$ cat src/rtl/smg_pkg.sv
// Shared constants, state type and timing helpers for the 7-segment scan controller.
package smg_pkg;

    // Segment bus value with every segment (and the dp) dark.
    localparam logic [7:0] SEG_OFF = 8'hFF;

    // Active-low {dp, g..a} patterns for hex 0..F with the dp off; entry 0 is the rightmost.
    localparam logic [15:0][7:0] HEX_SEG = {
        8'h8E, 8'h86, 8'hA1, 8'hC6, 8'h83, 8'h88, 8'h90, 8'h80,
        8'hF8, 8'h82, 8'h92, 8'h99, 8'hB0, 8'hA4, 8'hF9, 8'hC0
    };

    typedef enum logic {
        BLANK,
        DRIVE
    } scan_state_e;

    // Clock cycles in one digit slot.
    function automatic int calc_slot_cyc(input int clk_hz, input int scan_hz);
        return clk_hz / scan_hz;
    endfunction

    // Cycles per brightness step: the drive window is split into 16 equal steps.
    function automatic int calc_sub(input int slot_cyc, input int blank_cyc);
        return (slot_cyc - blank_cyc) / 16;
    endfunction

endpackage

$ cat src/rtl/smg_hex_decoder.sv
// Nibble + decimal point + blank to an active-low 8-bit segment pattern.
module smg_hex_decoder
    import smg_pkg::*;
(
    input  logic [3:0] nibble,
    input  logic       dp,
    input  logic       blank,
    output logic [7:0] seg
);

    // Table lookup; a blanked digit stays fully dark including its dp.
    always_comb begin
        seg = SEG_OFF;
        if (!blank) begin
            seg = {~dp, HEX_SEG[nibble][6:0]};
        end
    end

endmodule

$ cat src/rtl/smg_scan_ctrl.sv
// Multiplexed 7-segment scan controller: shadow-buffered frames swapped at frame
// boundaries, blanking dead-time at the start of every slot and 16-level PWM brightness.
module smg_scan_ctrl
    import smg_pkg::*;
#(
    parameter int CLK_HZ    = 50_000_000,
    parameter int SCAN_HZ   = 1000,
    parameter int NUM_DIG   = 3,
    parameter int BLANK_CYC = 64
) (
    input  logic                   SYS_CLK,
    input  logic                   RESET,
    input  logic                   in_valid,
    output logic                   in_ready,
    input  logic [4*NUM_DIG-1:0]   in_data,
    input  logic [NUM_DIG-1:0]     in_dp,
    input  logic [NUM_DIG-1:0]     in_blank,
    input  logic [3:0]             bright,
    output logic [7:0]             SMG_SEG,
    output logic [NUM_DIG-1:0]     SMG_DIG,
    output logic                   frame_sync
);

    localparam int SLOT_CYC = calc_slot_cyc(CLK_HZ, SCAN_HZ);
    localparam int SUB      = calc_sub(SLOT_CYC, BLANK_CYC);
    localparam int CNT_W    = $clog2(SLOT_CYC);
    localparam int IDX_W    = (NUM_DIG > 1) ? $clog2(NUM_DIG) : 1;

    localparam logic [CNT_W-1:0] SLOT_LAST  = CNT_W'(SLOT_CYC - 1);
    localparam logic [CNT_W-1:0] BLANK_LAST = CNT_W'(BLANK_CYC - 1);
    localparam logic [CNT_W-1:0] BLANK_LEN  = CNT_W'(BLANK_CYC);
    localparam logic [IDX_W-1:0] IDX_LAST   = IDX_W'(NUM_DIG - 1);

    // The slot must hold the dead-time plus at least one cycle per brightness step.
    generate
        if (SLOT_CYC < BLANK_CYC + 16) begin : g_bad_timing
            $error("smg_scan_ctrl: SLOT_CYC must be at least BLANK_CYC + 16");
        end
    endgenerate

    scan_state_e            state_q, state_d;
    logic [CNT_W-1:0]       slot_cnt_q, slot_cnt_d;
    logic [IDX_W-1:0]       idx_q, idx_d;
    logic [3:0]             bright_q, bright_d;
    logic [4*NUM_DIG-1:0]   shadow_data_q, shadow_data_d;
    logic [NUM_DIG-1:0]     shadow_dp_q, shadow_dp_d;
    logic [NUM_DIG-1:0]     shadow_blank_q, shadow_blank_d;
    logic                   shadow_full_q, shadow_full_d;
    logic [4*NUM_DIG-1:0]   act_data_q, act_data_d;
    logic [NUM_DIG-1:0]     act_dp_q, act_dp_d;
    logic [NUM_DIG-1:0]     act_blank_q, act_blank_d;
    logic [7:0]             seg_q, seg_d;
    logic [NUM_DIG-1:0]     dig_q, dig_d;
    logic                   frame_sync_q, frame_sync_d;

    logic                   slot_wrap;
    logic                   frame_end;
    logic                   accept;
    logic [CNT_W-1:0]       drive_cnt;
    int                     on_limit;
    logic                   digit_on;
    logic [3:0]             cur_nibble;
    logic                   cur_dp;
    logic                   cur_blank;
    logic [7:0]             dec_seg;

    assign slot_wrap  = (slot_cnt_q == SLOT_LAST);
    assign frame_end  = slot_wrap && (idx_q == IDX_LAST);
    assign in_ready   = ~shadow_full_q;
    assign accept     = in_valid && ~shadow_full_q;
    assign cur_nibble = act_data_q[idx_q*4 +: 4];
    assign cur_dp     = act_dp_q[idx_q];
    assign cur_blank  = act_blank_q[idx_q];

    smg_hex_decoder u_dec (
        .nibble (cur_nibble),
        .dp     (cur_dp),
        .blank  (cur_blank),
        .seg    (dec_seg)
    );

    // All state registers; reset darkens the pins immediately and drops any pending frame.
    always_ff @(posedge SYS_CLK or posedge RESET) begin
        if (RESET) begin
            state_q        <= BLANK;
            slot_cnt_q     <= '0;
            idx_q          <= '0;
            bright_q       <= '0;
            shadow_data_q  <= '0;
            shadow_dp_q    <= '0;
            shadow_blank_q <= '1;
            shadow_full_q  <= 1'b0;
            act_data_q     <= '0;
            act_dp_q       <= '0;
            act_blank_q    <= '1;
            seg_q          <= SEG_OFF;
            dig_q          <= '1;
            frame_sync_q   <= 1'b0;
        end else begin
            state_q        <= state_d;
            slot_cnt_q     <= slot_cnt_d;
            idx_q          <= idx_d;
            bright_q       <= bright_d;
            shadow_data_q  <= shadow_data_d;
            shadow_dp_q    <= shadow_dp_d;
            shadow_blank_q <= shadow_blank_d;
            shadow_full_q  <= shadow_full_d;
            act_data_q     <= act_data_d;
            act_dp_q       <= act_dp_d;
            act_blank_q    <= act_blank_d;
            seg_q          <= seg_d;
            dig_q          <= dig_d;
            frame_sync_q   <= frame_sync_d;
        end
    end

    // Slot timing FSM: dead-time, then drive; brightness is captured just before driving.
    always_comb begin
        state_d    = state_q;
        slot_cnt_d = slot_cnt_q + 1'b1;
        idx_d      = idx_q;
        bright_d   = bright_q;
        if (slot_wrap) begin
            state_d    = BLANK;
            slot_cnt_d = '0;
            idx_d      = (idx_q == IDX_LAST) ? '0 : idx_q + 1'b1;
        end else if (slot_cnt_q == BLANK_LAST) begin
            state_d  = DRIVE;
            bright_d = bright;
        end
    end

    // Frame buffering: accept into the shadow, promote it to the active frame only at a boundary.
    always_comb begin
        shadow_data_d  = shadow_data_q;
        shadow_dp_d    = shadow_dp_q;
        shadow_blank_d = shadow_blank_q;
        shadow_full_d  = shadow_full_q;
        act_data_d     = act_data_q;
        act_dp_d       = act_dp_q;
        act_blank_d    = act_blank_q;
        if (accept) begin
            shadow_data_d  = in_data;
            shadow_dp_d    = in_dp;
            shadow_blank_d = in_blank;
            shadow_full_d  = 1'b1;
        end else if (frame_end && shadow_full_q) begin
            act_data_d    = shadow_data_q;
            act_dp_d      = shadow_dp_q;
            act_blank_d   = shadow_blank_q;
            shadow_full_d = 1'b0;
        end
    end

    // Pin values: the current digit is lit only inside its PWM window and when not blanked.
    always_comb begin
        drive_cnt    = slot_cnt_q - BLANK_LEN;
        on_limit     = (int'(bright_q) + 1) * SUB;
        digit_on     = (state_q == DRIVE) && (int'(drive_cnt) < on_limit) && !cur_blank;
        seg_d        = SEG_OFF;
        dig_d        = '1;
        frame_sync_d = frame_end;
        if (digit_on) begin
            seg_d        = dec_seg;
            dig_d[idx_q] = 1'b0;
        end
    end

    assign SMG_SEG    = seg_q;
    assign SMG_DIG    = dig_q;
    assign frame_sync = frame_sync_q;

endmodule

$ cat config.mk
export PLATFORM = sky130hd
export DESIGN_NAME = smg_scan_ctrl
export DESIGN_NICKNAME = d
export VERILOG_FILES = /design/src/rtl/smg_pkg.sv /design/src/rtl/smg_hex_decoder.sv /design/src/rtl/smg_scan_ctrl.sv
export SDC_FILE = /design/constraint.sdc
export NUM_CORES = 1
export LEC_CHECK = 0
export CAP_MARGIN = 5
export CORE_MARGIN = 5
export CORE_UTILIZATION = 55
export DETAILED_ROUTE_END_ITERATION = 10
export HOLD_SLACK_MARGIN = 0.02
export PLACE_DENSITY = 0.88
export SETUP_SLACK_MARGIN = 0.3
export SLEW_MARGIN = 20
export SYNTH_ARGS = -nofsm -noshare
export SYNTH_HDL_FRONTEND = slang
export SYNTH_SLANG_ARGS = --single-unit
$ cat constraint.sdc
create_clock -name SYS_CLK -period 5.1 [get_ports SYS_CLK]
set_input_delay 0.765 -clock SYS_CLK [delete_from_list [all_inputs] [get_ports SYS_CLK]]
set_output_delay 0.765 -clock SYS_CLK [all_outputs]
set_load 0.01 [all_outputs]
-- Word level (Yosys, flattened, before mapping)
Memory sizes are Yosys's and may differ from the RTL's.
Cells that the tools add are included.
- RAM bits: 0
- bits in registers: 72
- ROM bits: 128
- memories: 1
- bits in latches: 0
- output and inout bits: 13
- memory list (memory ; words ; width ; rd ports ; clocked after memory_dff ; wr ports ; line ; source):
    (no name shown) ; 16 ; 8 ; 1 ; 0 ; 0 ; smg_hex_decoder.sv:15 ; seg = {~dp, HEX_SEG[nibble][6:0]};
- add/sub/neg operators: 4
- mux-type cells: 16
- div/mod/pow operators: 0
- bitwise operators: 5
- shift operators: 1
- reductions and logical operators: 11
- multiply operators: 1
- eq/ne operators: 3
- $lt $le $gt $ge: 4
- operators with widths (cell ; count):
    $lt A16 B17 Y1 ; 1
    $mul A5 B12 Y17 const B ; 1
    $add A16 B1 Y16 const B ; 1
    $eq A16 B16 Y1 const B ; 1
    $eq A16 B6 Y1 const B ; 1
    $mux W16 ; 1
    $mux W8 ; 2
    $sub A16 B7 Y16 const B ; 1
    $shiftx A12 B5 Y4 ; 1
    $mux W1 ; 7
    $mux W7 ; 1
    $logic_and A1 B1 Y1 ; 6
    $add A4 B1 Y5 const B ; 1
    $lt A4 B5 Y1 const B ; 1
    $bmux W1 S2 ; 2
    $not A1 Y1 ; 4
    $reduce_and A2 Y1 ; 2
    $reduce_bool A2 Y1 ; 2
    $lt A2 B3 Y1 const B ; 1
    $mux W3 ; 1
    $not A3 Y3 ; 1
    $add A2 B1 Y2 const B ; 1
    $demux W1 S2 ; 1
    $eq A2 B2 Y1 const B ; 1
    other kinds (3) ; 3

-- Longest topological paths before layout
Gate-level depths: netlist of run 1.
- depth in word-level cells: 6
- depth in mapped cells: 21
- gate-level depth less buffers: 18

-- Cells and area by module
A second synthesis of run 1 with hierarchy kept.
- cell total of the unflattened synthesis: 396
- area, all modules: 4361.7 sq um
- modules (own cells, without submodules) (module ; area each (sq um) ; sequential area each (sq um) ; times used ; cells an instance):
    smg_scan_ctrl ; 4058.9 ; 1823.0 ; 1 ; 360
    smg_hex_decoder ; 302.8 ; 0.0 ; 1 ; 36

-- Worst setup path before layout of run 1
OpenSTA, ideal clock, no wires.
- path type: flip-flop to flip-flop
- start: register bright_q[0]
- end: register seg_q[5] (netlist: SMG_SEG[5])
- buffers on the path: 3
- stages on the path, launching flop included: 22
- setup slack: 0.740 ns
- arrival: 4.261 ns
- clock period less this slack: 4.360 ns
- cell sequence: dfrtp_1 > clkbuf_1 > nand3_1 > xor2_1 > inv_1 > ha_1 > ha_1 > ha_1 > clkbuf_1 > nand2_1 > nor2b_1 > o22a_1 > a221oi_1 > xor2_1 > ha_1 > nand4_1 > o211ai_1 > a2111oi_0 > a21oi_1 > o22ai_1 > buf_2 > o211ai_1
- word-level cells in the longest chain between the ends: 6
- ends and longest elaborated chain (item ; line ; source):
    start, declared ; smg_scan_ctrl.sv:44 ; logic [3:0] bright_q, bright_d;
    start signal, assigned ; smg_scan_ctrl.sv:103 ; bright_q <= bright_d;
    $add A4 B1 Y5 ; smg_scan_ctrl.sv:158 ; on_limit = (int'(bright_q) + 1) * SUB;
    $mul A5 B12 Y17 ; smg_scan_ctrl.sv:158 ;
    $lt A16 B17 Y1 ; smg_scan_ctrl.sv:159 ; digit_on = (state_q == DRIVE) && (int'(drive_cnt) < on_limit) && !cur_blank;
    $logic_and A1 B1 Y1 (2 in a row) ; smg_scan_ctrl.sv:159 ;
    $mux W8 ; smg_scan_ctrl.sv:163 ; if (digit_on) begin
    named net seg_d[5] ; smg_scan_ctrl.sv:52 ; logic [7:0] seg_q, seg_d;
    end signal, assigned ; smg_scan_ctrl.sv:111 ; seg_q <= seg_d;
    end, declared ; smg_scan_ctrl.sv:52 ;
The timed path passes the listed nets, and every way through them passes these cells.
A chain may end at the register's enable or synchronous reset.

-- Final worst setup path of run 1
- start: register bright_q[1]
- end: register dig_q[1] (netlist: SMG_DIG[1])
- word-level cells in the longest chain between the ends: 6
- ends and longest elaborated chain (item ; line ; source):
    $add A4 B1 Y5 ; smg_scan_ctrl.sv:158 ;
    $mul A5 B12 Y17 ; smg_scan_ctrl.sv:158 ;
    $lt A16 B17 Y1 ; smg_scan_ctrl.sv:159 ;
    $logic_and A1 B1 Y1 (2 in a row) ; smg_scan_ctrl.sv:159 ;
    $mux W3 ; smg_scan_ctrl.sv:163 ;
    named net dig_d[1] ; smg_scan_ctrl.sv:53 ; logic [NUM_DIG-1:0] dig_q, dig_d;
    end signal, assigned ; smg_scan_ctrl.sv:112 ; dig_q <= dig_d;
    end, declared ; smg_scan_ctrl.sv:53 ;
The timed path passes the listed nets, and every way through them passes these cells.

==> flow_metrics.env, run 1 <==
export IMPL_vias_per_cell=5.66
export IMPL_cts_reportedPaths_clkPinSlew_ns=0.08
export IMPL_async_flop_share=1.00
export IMPL_drive_above_1_share=0.199
export IMPL_endpoint_kind="flop"
export IMPL_critPathMaxStageDelay_ns=0.46
export IMPL_cp_start_kind="flop"
export IMPL_port_buffers=37
export IMPL_fin_ws_ns=0.557
export IMPL_cts_path_max_buffers=2
export IMPL_relSlewSlack=0.412
export IMPL_root_buffer="clkbuf_8"
export IMPL_cp_data_arrival_time_ns=4.80
export IMPL_ys_warn_count=0
export IMPL_die_area_sq_um=9620
export IMPL_grt_pass1_vias=3060
export IMPL_synth_nets=463
export IMPL_grt_max_degree=69
export IMPL_crit_slowest_cell="dfrtp_1"
export IMPL_avgSynthCellArea_sq_um=10.8
export IMPL_power_density_nw_per_um2=247
export IMPL_postRouteAntennaNets=0
export IMPL_num_io_pins=38
export IMPL_yosys_top_cells_area="dfrtp_1, ha_1, dfstp_2"
export IMPL_finalSetupTns_ns=0
export IMPL_finalSetupViolations=0
export IMPL_cts_made_buffers=9
export IMPL_yosys_area_share_simple=0.123
export IMPL_gp_congestion=0.892
export IMPL_h_tree_depth=3
export IMPL_layout_commonest_cell="dfrtp_1"
export IMPL_max_cap_violations=0
export IMPL_hold_violations=0
export IMPL_area_growth_pct=16.2
export IMPL_synth_area_sq_um=4270
export IMPL_netlist_instances=396
export IMPL_power_mw=1.23
export IMPL_ys_seq_area_frac=0.427
export IMPL_synth_compound_area_frac=0.0894
export IMPL_final_period_utilization=0.891
export IMPL_dp_slack_ns=0.290
export IMPL_start_util=0.558
export IMPL_cp_num_buf_inv=2
export IMPL_cts_tree="done"
export IMPL_cp_max_fo=7
export IMPL_drtPass1Iterations=4
export IMPL_drc=0
export IMPL_status="completed"
export IMPL_vias=3079
export IMPL_totalWireLength_microns=8690
export IMPL_worst_pin_slew_ns=0.874
export IMPL_fmaxAchievable_mhz=220
export IMPL_antenna_found_initial=0
export IMPL_rsz0062_at_grt="no"
export IMPL_synth_edf_count=0
export IMPL_die_w_microns=98.1
export IMPL_mostFrequentLayoutCells="dfrtp_1, ha_1, clkdlybuf4s50_1, mux2_2"
export IMPL_synth_seq_cells=72
export IMPL_synth_top_family_by_area="multiplexers"
export IMPL_die_h_microns=98.1
export IMPL_synthAdderAreaFrac=0.125
export IMPL_wl_per_cell_microns=16.0
export IMPL_crit_top_cell="ha_1"
export IMPL_placed_cells=525
export IMPL_cts_sinks=72
export IMPL_core_area_sq_um=7650
export IMPL_finalCriticalPeriod_ns=4.54
export IMPL_nets=504
export IMPL_rows=32
export IMPL_insertion_delay_ns=0.36
export IMPL_overflow=0
export IMPL_drt_iter0_drc=122
export IMPL_drv_slew=0
export IMPL_synth_xor_area_share=0.0698
export IMPL_antenna_cells=0
export IMPL_ys_flop_type="dfrtp_1"
export IMPL_irDropWorstVdd_mv=0.255
export IMPL_muxShareOfSynthArea=0.128
export IMPL_worstPathCellList="nand3_1 -> xor2_2 -> inv_1 -> ha_1 -> ha_1 -> ha_2 -> nand2_1 -> nor2b_1 -> o22a_1 -> a221oi_2 -> xor2_1 -> ha_1 -> nand4_1 -> o211ai_1 -> a2111oi_2 -> a21oi_1 -> o22ai_2 -> clkdlybuf4s15_2 -> nand2_1"
export IMPL_ys_types=50
export IMPL_reg2reg_setup_slack_ns=0.56
export IMPL_hp_class="flop to flop"
export IMPL_grt_pass1_wl_microns=14500
export IMPL_dpl_hpwl_microns=6080
export IMPL_cp_required_ns=5.36
export IMPL_cp_top_family="compound AO/OA/AOI/OAI gates"
export IMPL_yosysTopAreaCell="dfrtp_1"
export IMPL_path_class="flop to flop"
export IMPL_yosysTopAreaCellShare=0.322
export IMPL_clock_skew_ns=0.00925
export IMPL_finalNonFillerCells=544
export IMPL_power_leakage_nw=2.17
export IMPL_track_usage=0.186
metal layers:
metal	GRT usage	vias up	wire, microns	share of wire
met5	0	-	0	0
met4	0.0522	0	133	0.015
met3	0.0493	11	424	0.049
met2	0.316	73	4420	0.51
met1	0.236	1525	3720	0.43
li1	-	1470	-	-
synth_stat cells, types with 8 or more instances:
cell type,instances
dfstp_2,17
nand2_1,30
nand3_1,14
o21ai_0,13
xnor2_1,16
inv_1,25
mux2_4,9
nor2_1,30
clkbuf_1,8
xor2_1,18
ha_1,41
nor3_1,9
mux2_2,31
dfrtp_1,55
stage by stage:
step	area (sq um)	hold slack, ns	util
after floorplan	4270	0.455	-
after global routing	4960	0.521	0.649
after global placement	4720	0.478	0.617
final	4960	0.499	0.649
after CTS	4910	0.504	0.642
after detailed placement	4720	0.493	0.617
layout make-up:
| class | count | area [sq um] |
|---|---|---|
| multi-input combinational | 286 | 2310 |
| clock inverter | 5 | 41.3 |
| clock buffer | 11 | 141 |
| timing repair buffer | 43 | 419 |
| tap | 102 | 128 |
| inverter | 25 | 93.8 |
| fill | 583 | 2690 |
| sequential | 72 | 1820 |
what timing repair did:
item	in CTS	in global routing
pin swaps	0	1
hold buffers	0	0
endpoints found under the hold margin	0	0
cloned	0	1
buffers inserted	0	2
resized for setup	1	6
endpoints found under the setup margin	6	11
sequential cells by signal, summed over array words and instances, names as in the netlist:
register,flops
slot_cnt_q,16
act_data_q,12
shadow_data_q,12
SMG_SEG,8
bright_q,4
SMG_DIG,3
act_blank_q,3
act_dp_q,3
shadow_blank_q,3
shadow_dp_q,3
idx_q,2
frame_sync,1
shadow_full_q,1
state_q,1
logic make-up (layout without fill, tap and decap cells):
family | count (synthesis) | in the layout
and+or+nand+nor | 107 | 107
DFF | 72 | 72
AOI/OAI and AO/OA | 57 | 57
muxes | 46 | 46
adders and majority gates | 42 | 42
buffers and inverters | 38 | 84
xor gates and xnor gates | 34 | 34
worst register-to-register path, cell delays in order (launching register included):
cell,delay [ns]
dfrtp_1,0.46
nand3_1,0.17
xor2_2,0.28
inv_1,0.10
ha_1,0.31
ha_1,0.31
ha_2,0.34
nand2_1,0.10
nor2b_1,0.05
o22a_1,0.23
a221oi_2,0.28
xor2_1,0.18
ha_1,0.27
nand4_1,0.09
o211ai_1,0.14
a2111oi_2,0.37
a21oi_1,0.13
o22ai_2,0.25
clkdlybuf4s15_2,0.30
nand2_1,0.08
worst paths after layout:
kind                                from       endpoint  depth (start not counted)
min                        slot_cnt_q[0]  slot_cnt_q[0]                          1
max                          bright_q[1]     SMG_DIG[1]                         19
min reg2reg                slot_cnt_q[0]  slot_cnt_q[0]                          1
min in group asynchronous          RESET    bright_q[0]                          2
max reg2reg                  bright_q[1]     SMG_DIG[1]                         19
max in group asynchronous          RESET     frame_sync                          3
report_power, final:
group          total (mW)  switching (mW)  internal, mW
sequential          0.607          0.0132         0.594
combinational       0.199           0.102        0.0966
clock               0.420           0.227         0.193
(Power assumes the default switching activity.)
==> run 2, diff against run 1 <==
- clock period: 5.1 -> 4.26 ns (I/O delays scaled with it)
==> run 2 against run 1 <==
Largest cell class unchanged. First-iteration DRC count rose by 48%. Routed wire length rose by 13%. Power rose by 31%. Design area rose by 7.4%. Clock power rose by 35%. Non-clock buffer count rose by 12.
==> flow_metrics.env, run 2 (synthesis gave the netlist of run 1 again) <==
export IMPL_status="completed"
export IMPL_startpoint="bright_q[0]"
export IMPL_root_buffer="clkbuf_8"
export IMPL_cp_data_arrival_time_ns=4.21
export IMPL_power_mw=1.60
export IMPL_fmaxAchievable_mhz=253
export IMPL_totalWireLength_microns=9810
export IMPL_h_tree_depth=3
export IMPL_gp_congestion=0.898
export IMPL_irDropWorstVdd_mv=0.283
export IMPL_grt_pass1_wl_microns=15700
export IMPL_drv_slew=0
export IMPL_hp_class="flop to flop"
export IMPL_worst_pin_slew_ns=0.814
export IMPL_cts_path_max_buffers=2
export IMPL_finalSetupViolations=0
export IMPL_area_growth_pct=24.8
export IMPL_overflow=0
export IMPL_postRouteAntennaNets=0
export IMPL_cts_sinks=72
export IMPL_hold_depth=1
export IMPL_drtPass1Iterations=5
export IMPL_rsz0062_at_grt="yes"
export IMPL_reg2reg_setup_slack_ns=0.30
export IMPL_largest_reg_flops=16
export IMPL_r2r_start="bright_q[0]"
export IMPL_endpoint_kind="flop"
export IMPL_finalSetupTns_ns=0
export IMPL_mostFrequentLayoutCells="dfrtp_1, clkdlybuf4s50_1, ha_1, mux2_2, nor2_1"
export IMPL_rows=32
export IMPL_fillCellCount=486
export IMPL_top_regs="slot_cnt_q (16), act_data_q (12), shadow_data_q (12)"
export IMPL_reg2regPathDepth=20
export IMPL_cts_hold_buf=0
export IMPL_insertion_delay_ns=0.35
export IMPL_grt_max_degree=49
export IMPL_vias=3215
export IMPL_grt_pass1_vias=3252
export IMPL_final_period_utilization=0.929
export IMPL_cp_start_kind="flop"
export IMPL_cp_required_ns=4.51
export IMPL_relSlewSlack=0.456
export IMPL_power_density_nw_per_um2=300
export IMPL_hold_violations=0
export IMPL_die_area_sq_um=9620
export IMPL_cp_max_fo=6
export IMPL_layout_commonest_cell="dfrtp_1"
export IMPL_cts_reportedPaths_clkPinSlew_ns=0.08
export IMPL_die_w_microns=98.1
export IMPL_start_util=0.558
export IMPL_max_cap_violations=0
export IMPL_dpl_hpwl_microns=6480
export IMPL_die_h_microns=98.1
export IMPL_num_io_pins=38
export IMPL_cts_made_buffers=9
export IMPL_path_class="flop to flop"
export IMPL_wl_per_cell_microns=17.6
export IMPL_clock_skew_ns=0.00975
export IMPL_power_leakage_nw=2.28
export IMPL_drive_above_1_share=0.289
export IMPL_port_buffers=37
export IMPL_finalCriticalPeriod_ns=3.96
export IMPL_nets=516
export IMPL_core_area_sq_um=7650
export IMPL_drc=0
export IMPL_cts_tree="done"
export IMPL_vias_per_cell=5.78
export IMPL_rr_endpoint="SMG_SEG[6]"
export IMPL_drt_iter0_drc=181
export IMPL_critPathCapture="SMG_SEG[6]"
export IMPL_antenna_found_initial=0
export IMPL_track_usage=0.204
export IMPL_largest_register="slot_cnt_q"
export IMPL_antenna_cells=0
==> run 2: cell types whose count changed in the layout (fill, tap and decap cells not counted), moves of 3 or more <==
cell,delta
buf_4,+10
ha_1,-8
ha_4,+7
inv_1,-4
nand2_1,-4
nand3_1,-3
==> run 2: worst min path at each step <==
stage | end | slack (ns) | startpoint
detailed placement | slot_cnt_q[0] | 0.49 | slot_cnt_q[0]
floorplan | slot_cnt_q[0] | 0.46 | slot_cnt_q[0]
CTS | slot_cnt_q[0] | 0.50 | slot_cnt_q[0]
global placement | slot_cnt_q[0] | 0.48 | slot_cnt_q[0]
finish | act_data_q[10] | 0.51 | act_data_q[10]
global route | shadow_data_q[11] | 0.52 | shadow_data_q[11]
==> run 2: worst max-delay path: stages, from the launching register on <==
cell	delay (ns)
dfrtp_2	0.46
ha_4	0.22
nand3_4	0.12
inv_4	0.10
buf_4	0.11
ha_1	0.16
ha_2	0.19
inv_1	0.06
fa_2	0.37
nor2_4	0.13
o221ai_1	0.16
nand2b_1	0.13
xnor2_1	0.07
ha_1	0.33
a21oi_1	0.16
o211ai_1	0.17
a2111oi_2	0.30
a21oi_1	0.13
o22ai_2	0.24
buf_6	0.17
o211ai_1	0.09
==> run 2: per-stage QoR <==
step	cells	cell area [sq um]	hold WS, ns	setup WS, ns	utilization
4_1_cts	553	5200	0.496	0.323	0.680
2_1_floorplan	396	4320	0.455	0.317	-
5_1_grt	556	5330	0.524	0.0395	0.696
3_3_place_gp	529	4780	0.477	0.186	0.625
3_5_place_dp	529	4780	0.485	0.0333	0.625
6_report	556	5330	0.512	0.300	0.696
==> run 2: what timing repair did <==
| action | CTS | global route |
|---|---|---|
| resized for setup | 24 | 24 |
| gates cloned | 1 | 0 |
| pin swaps | 10 | 16 |
| setup buffers | 7 | 3 |
| setup endpoints to repair | 11 | 11 |
==> run 2: power by group <==
part           internal [mW]  switching (mW)
combinational          0.152           0.152
sequential             0.711          0.0186
clock                  0.293           0.274
==> run 2: layer usage <==
layer,routed length (microns),global-route usage
met5,0,0
met4,246,0.0660
met3,520,0.0543
met2,4970,0.346
met1,4070,0.253
==> run 2: cell type report <==
class	count	area, sq um	area share
timing repair buffer	55	526	0.0987
sequential	72	1830	0.343
tap	102	128	0.0240
clock inverter	6	72.6	0.0136
clock buffer	10	138	0.0258
inverter	25	100	0.0188
multi-input combinational	286	2540	0.476
==> RTL change 1: new RTL, config.mk and constraints of run 2 <==
`CLK_HZ`: 50_000_000 -> 100_000_000.
--- a/src/rtl/smg_scan_ctrl.sv
+++ b/src/rtl/smg_scan_ctrl.sv
@@ -3,7 +3,7 @@
 module smg_scan_ctrl
     import smg_pkg::*;
 #(
-    parameter int CLK_HZ    = 50_000_000,
+    parameter int CLK_HZ    = 100_000_000,
     parameter int SCAN_HZ   = 1000,
     parameter int NUM_DIG   = 3,
     parameter int BLANK_CYC = 64
Function: same outputs for any inputs over 10 cycles, from zero or initial values and one cycle with RESET high; that may be too few to reach the edited logic, so the function may still have changed.
==> RTL change 1 against run 2 <==
  * The run now ends with negative setup slack left
  * Sequential share of layout area fell by 0.82 points
  * Worst setup slack got worse by 600 ps
  * Wire length grew 2.5%
  * Sequential cell count increased by 1
  * Cell area is 3.7% higher
  * Area after synthesis grew 6.0%
  * Maximum frequency down 13%
  * Critical endpoint is now SMG_SEG[4]
  * Highest routed layer unchanged
Power is not compared: it rests on default switching activity, and its combinational part moved more than twofold at a synthesized area within 25%.
==> RTL change 1: results <==
group,metric,value,unit
run_status,violations,"negative setup slack",
setup_path,cp_slowest_cell,"fa_1",
run_status,status,"complete, but fails checks",
placed_design,hpwl,7.138,mm
detailed_routing,drtIter0Drc,133,
setup_path,r2r-end,"SMG_SEG[4]",
layout,layout.cells.non_filler,587,
global_route,grt_pass1_vias,3639,
clock_network,clockBufferDepth,2,
logic_synthesis,synthDistinctLibCells,52,
clock_network,worst_skew_pair.late_latency,360,ps
setup_path,critPathLaunchType,"flop",
sta,worst_slack,-303.3,ps
logic_synthesis,syn_nets,494,
setup_path,r2r_start,"bright_q[1]",
clock_network,clock_tree.root_cell,"clkbuf_8",
layout,largestRegisters,"slot_cnt_q (17), act_data_q (12), shadow_data_q (12)",
global_route,grt_pass1_wl,17.20,mm
worst_hold_path,holdPathEnd,"act_data_q[0]",
logic_synthesis,synth_cells,419,
logic_synthesis,ys_warn_count,0,
logic_synthesis,synth_area_leaders,"dfrtp_1 (31%), ha_1 (14%), dfstp_2 (9.9%)",
sta,hold_ws,507.2,ps
pwr,p_sw_frac,0.2421,
global_route,grtUsageTotal,0.2131,
detailed_routing,drc,0,
detailed_routing,viasPerCell,5.763,
pwr,leakage,2.473,nW
clock_network,cts.repair.resized,17,
placed_design,gp_congestion,0.9199,
global_route,grt_max_degree,51,
placed_design,dp.cells,567,
pwr,switchingPower,0.3107,mW
setup_path,rr_worst_depth,22,
layout,drive_above_1_share,0.2822,
detailed_routing,drtPass1Iterations,5,
layout,nets,552,
placed_design,preCtsSetupSlack,-306.9,ps
logic_synthesis,synth-seq-area-share,0.4083,
layout,diodes,0,
placed_design,dpl_cell_area,5197,sq um
setup_path,crit_fanout,6,
placed_design,port_buffers,37,
sta,finalClockSkew,9.157,ps
sta,fin_tns_setup,-2872,ps
logic_synthesis,async_reset_ff_frac,1.000,
setup_path,slowest_delay,490,ps
logic_synthesis,synthTopCellsByCount,"dfrtp_1 (56), ha_1 (49), mux2_2 (31)",
worst_hold_path,min-delay-start,"shadow_data_q[0]",
clock_network,post_cts_buffers,2,
sta,slew_headroom,0.3208,
detailed_routing,wire_per_inst,17.14,um
setup_path,arrival,4810,ps
sta,setup_viol,11,
setup_path,worst_path_dominant_cell_family,"adder cells",
RTL change 1: final cells by class:
| class | count | area (sq um) |
|---|---|---|
| sequential | 73 | 1849 |
| clock buffer | 10 | 127.6 |
| timing repair buffer | 64 | 580.6 |
| inverter | 19 | 72.57 |
| clock inverter | 6 | 51.30 |
| tap | 105 | 131.4 |
| fill | 549 | 2610 |
| multi-input combinational | 310 | 2711 |
RTL change 1: cell families (layout without fill, tap and decap cells):
group                    count (synthesis)  after routing  synth area share
AO/OA/AOI/OAI                           54             54           0.07935
adder cells (fa/ha/maj)                 50             50            0.1399
flip-flops                              73             73            0.4083
multiplexers                            47             47            0.1225
buffers and inverters                   36             99           0.03539
XOR/XNOR                                37             37           0.07327
AND/OR/NAND/NOR                        122            122            0.1413
RTL change 1: metal layers:
layer / part of all wire / vias up / global-route usage
li1: - / 1597 / -
met1: 0.41 / 1649 / 0.2730
met2: 0.50 / 100 / 0.3423
met3: 0.049 / 37 / 0.04360
met4: 0.038 / 0 / 0.1067
met5: 0 / - / 0
==> RTL change 2: new RTL, flow settings as in run 2 <==
Made on the original files. `act_data_q` no longer has a reset.
--- a/src/rtl/smg_scan_ctrl.sv
+++ b/src/rtl/smg_scan_ctrl.sv
@@ -90,7 +90,6 @@
             shadow_dp_q    <= '0;
             shadow_blank_q <= '1;
             shadow_full_q  <= 1'b0;
-            act_data_q     <= '0;
             act_dp_q       <= '0;
             act_blank_q    <= '1;
             seg_q          <= SEG_OFF;
@@ -105,13 +104,16 @@
             shadow_dp_q    <= shadow_dp_d;
             shadow_blank_q <= shadow_blank_d;
             shadow_full_q  <= shadow_full_d;
-            act_data_q     <= act_data_d;
             act_dp_q       <= act_dp_d;
             act_blank_q    <= act_blank_d;
             seg_q          <= seg_d;
             dig_q          <= dig_d;
             frame_sync_q   <= frame_sync_d;
         end
+    end
+
+    always_ff @(posedge SYS_CLK) begin
+        act_data_q <= act_data_d;
     end
 
     // Slot timing FSM: dead-time, then drive; brightness is captured just before driving.
Function: same outputs for any inputs over 10 cycles, from zero or initial values and one cycle with RESET high; that may be too few to reach the edited logic, so the function may still have changed.
==> RTL change 2 against run 2 <==
  * First-iteration DRC count up 13%
  * Clock power down 1%
  * Highest routed layer unchanged
  * Cell area down 1.5%
  * Clock skew up 2.8 ps
  * Total power up 1.6%
  * Sequential cell count unchanged
  * Sequential power up 2%
  * Wire length up 3.6%
  * Sequential share of layout area up 1.7 points
  * Critical endpoint is now SMG_SEG[1]
  * Area after synthesis down 3.3%
  * Global-route usage down 0.081 points
  * Worst setup slack worse by 220 ps
==> RTL change 2: results <==
group,metric,value,unit
run_status,status,"completed",
layout,inv_count,23,
pwr,switchingPower,0.4646,mW
layout,buf_share,0.1128,
placed_design,dp.cells,505,
global_route,grt_pass1_wl,15.30,mm
detailed_routing,wire_per_inst,18.88,um
sta,slew_headroom,0.4748,
layout,clock_area_frac,0.03841,
placed_design,gp_congestion,0.9055,
global_route,grt_max_degree,40,
global_route,gr-usage-met2,0.3588,
layout,post-route-util,0.7193,
logic_synthesis,synth-seq-area-share,0.4565,
detailed_routing,met2_wirelength,5.369,mm
logic_synthesis,synthDistinctLibCells,47,
layout,multiInputGateArea,2356,sq um
logic_synthesis,async_reset_ff_frac,0.8333,
die,die_area,9333,sq um
layout,nMultiInputCombCells,263,
layout,signal_buffers,65,
setup_path,rr_worst_depth,22,
detailed_routing,drtIter0Drc,205,
worst_hold_path,min-delay-start,"shadow_data_q[1]",
clock_network,post_cts_buffers,9,
sta,finalClockSkew,12.55,ps
detailed_routing,drt-met1-wl,3.927,mm
logic_synthesis,yosys.area_share.xor_xnor,0.07219,
setup_path,endpoint,"SMG_SEG[1]",
worst_hold_path,min_path_cells,0,
sta,hold_ws,449.7,ps
sta,min_period_over_period,0.9802,
worst_hold_path,holdPathEnd,"act_data_q[1]",
logic_synthesis,synth_enable_flop_cells,12,
setup_path,arrival,4440,ps
layout,drive_above_1_share,0.3166,
global_route,grtUsageMet3,0.03741,
logic_synthesis,synth_area_leaders,"dfrtp_1 (26%), ha_1 (12%), dfstp_2 (11%)",
die,core,7292,sq um
placed_design,preCtsSetupSlack,50.17,ps
pwr,leakage,2.165,nW
clock_network,cts.repair.resized,30,
logic_synthesis,synth_mux_area_frac,0.09888,
global_route,grt_use_met1,0.2240,
global_route,grtUsageTotal,0.2029,
==> RTL change 2: power groups by stage <==
| stage | Combinational, mW | Sequential (mW) | Clock [mW] |
|---|---|---|---|
| finish | 0.325 | 0.740 | 0.560 |
| global route | 0.351 | 0.743 | 0.593 |
| CTS | 0.281 | 0.740 | 0.557 |
| detailed placement | 0.256 | 0.753 | 0 |
| global placement | 0.240 | 0.751 | 0 |
| floorplan | 0.173 | 0.748 | 0 |
==> RTL change 2: worst max-delay path, cell delays in order, from the launching register on <==
cell and delay, ps:
dfrtp_2 470, buf_6 150, inv_2 100, ha_4 230, xnor2_2 140, ha_2 190
inv_1 70, fa_2 200, and3b_2 230, o21ai_2 130, a21oi_2 50, o41a_1 370
a31oi_1 220, xnor2_1 90, ha_1 310, nand3_2 90, a31oi_4 180, o2111ai_2 150
o211ai_1 230, buf_4 170, a21oi_4 70, buf_6 160, o311ai_4 80
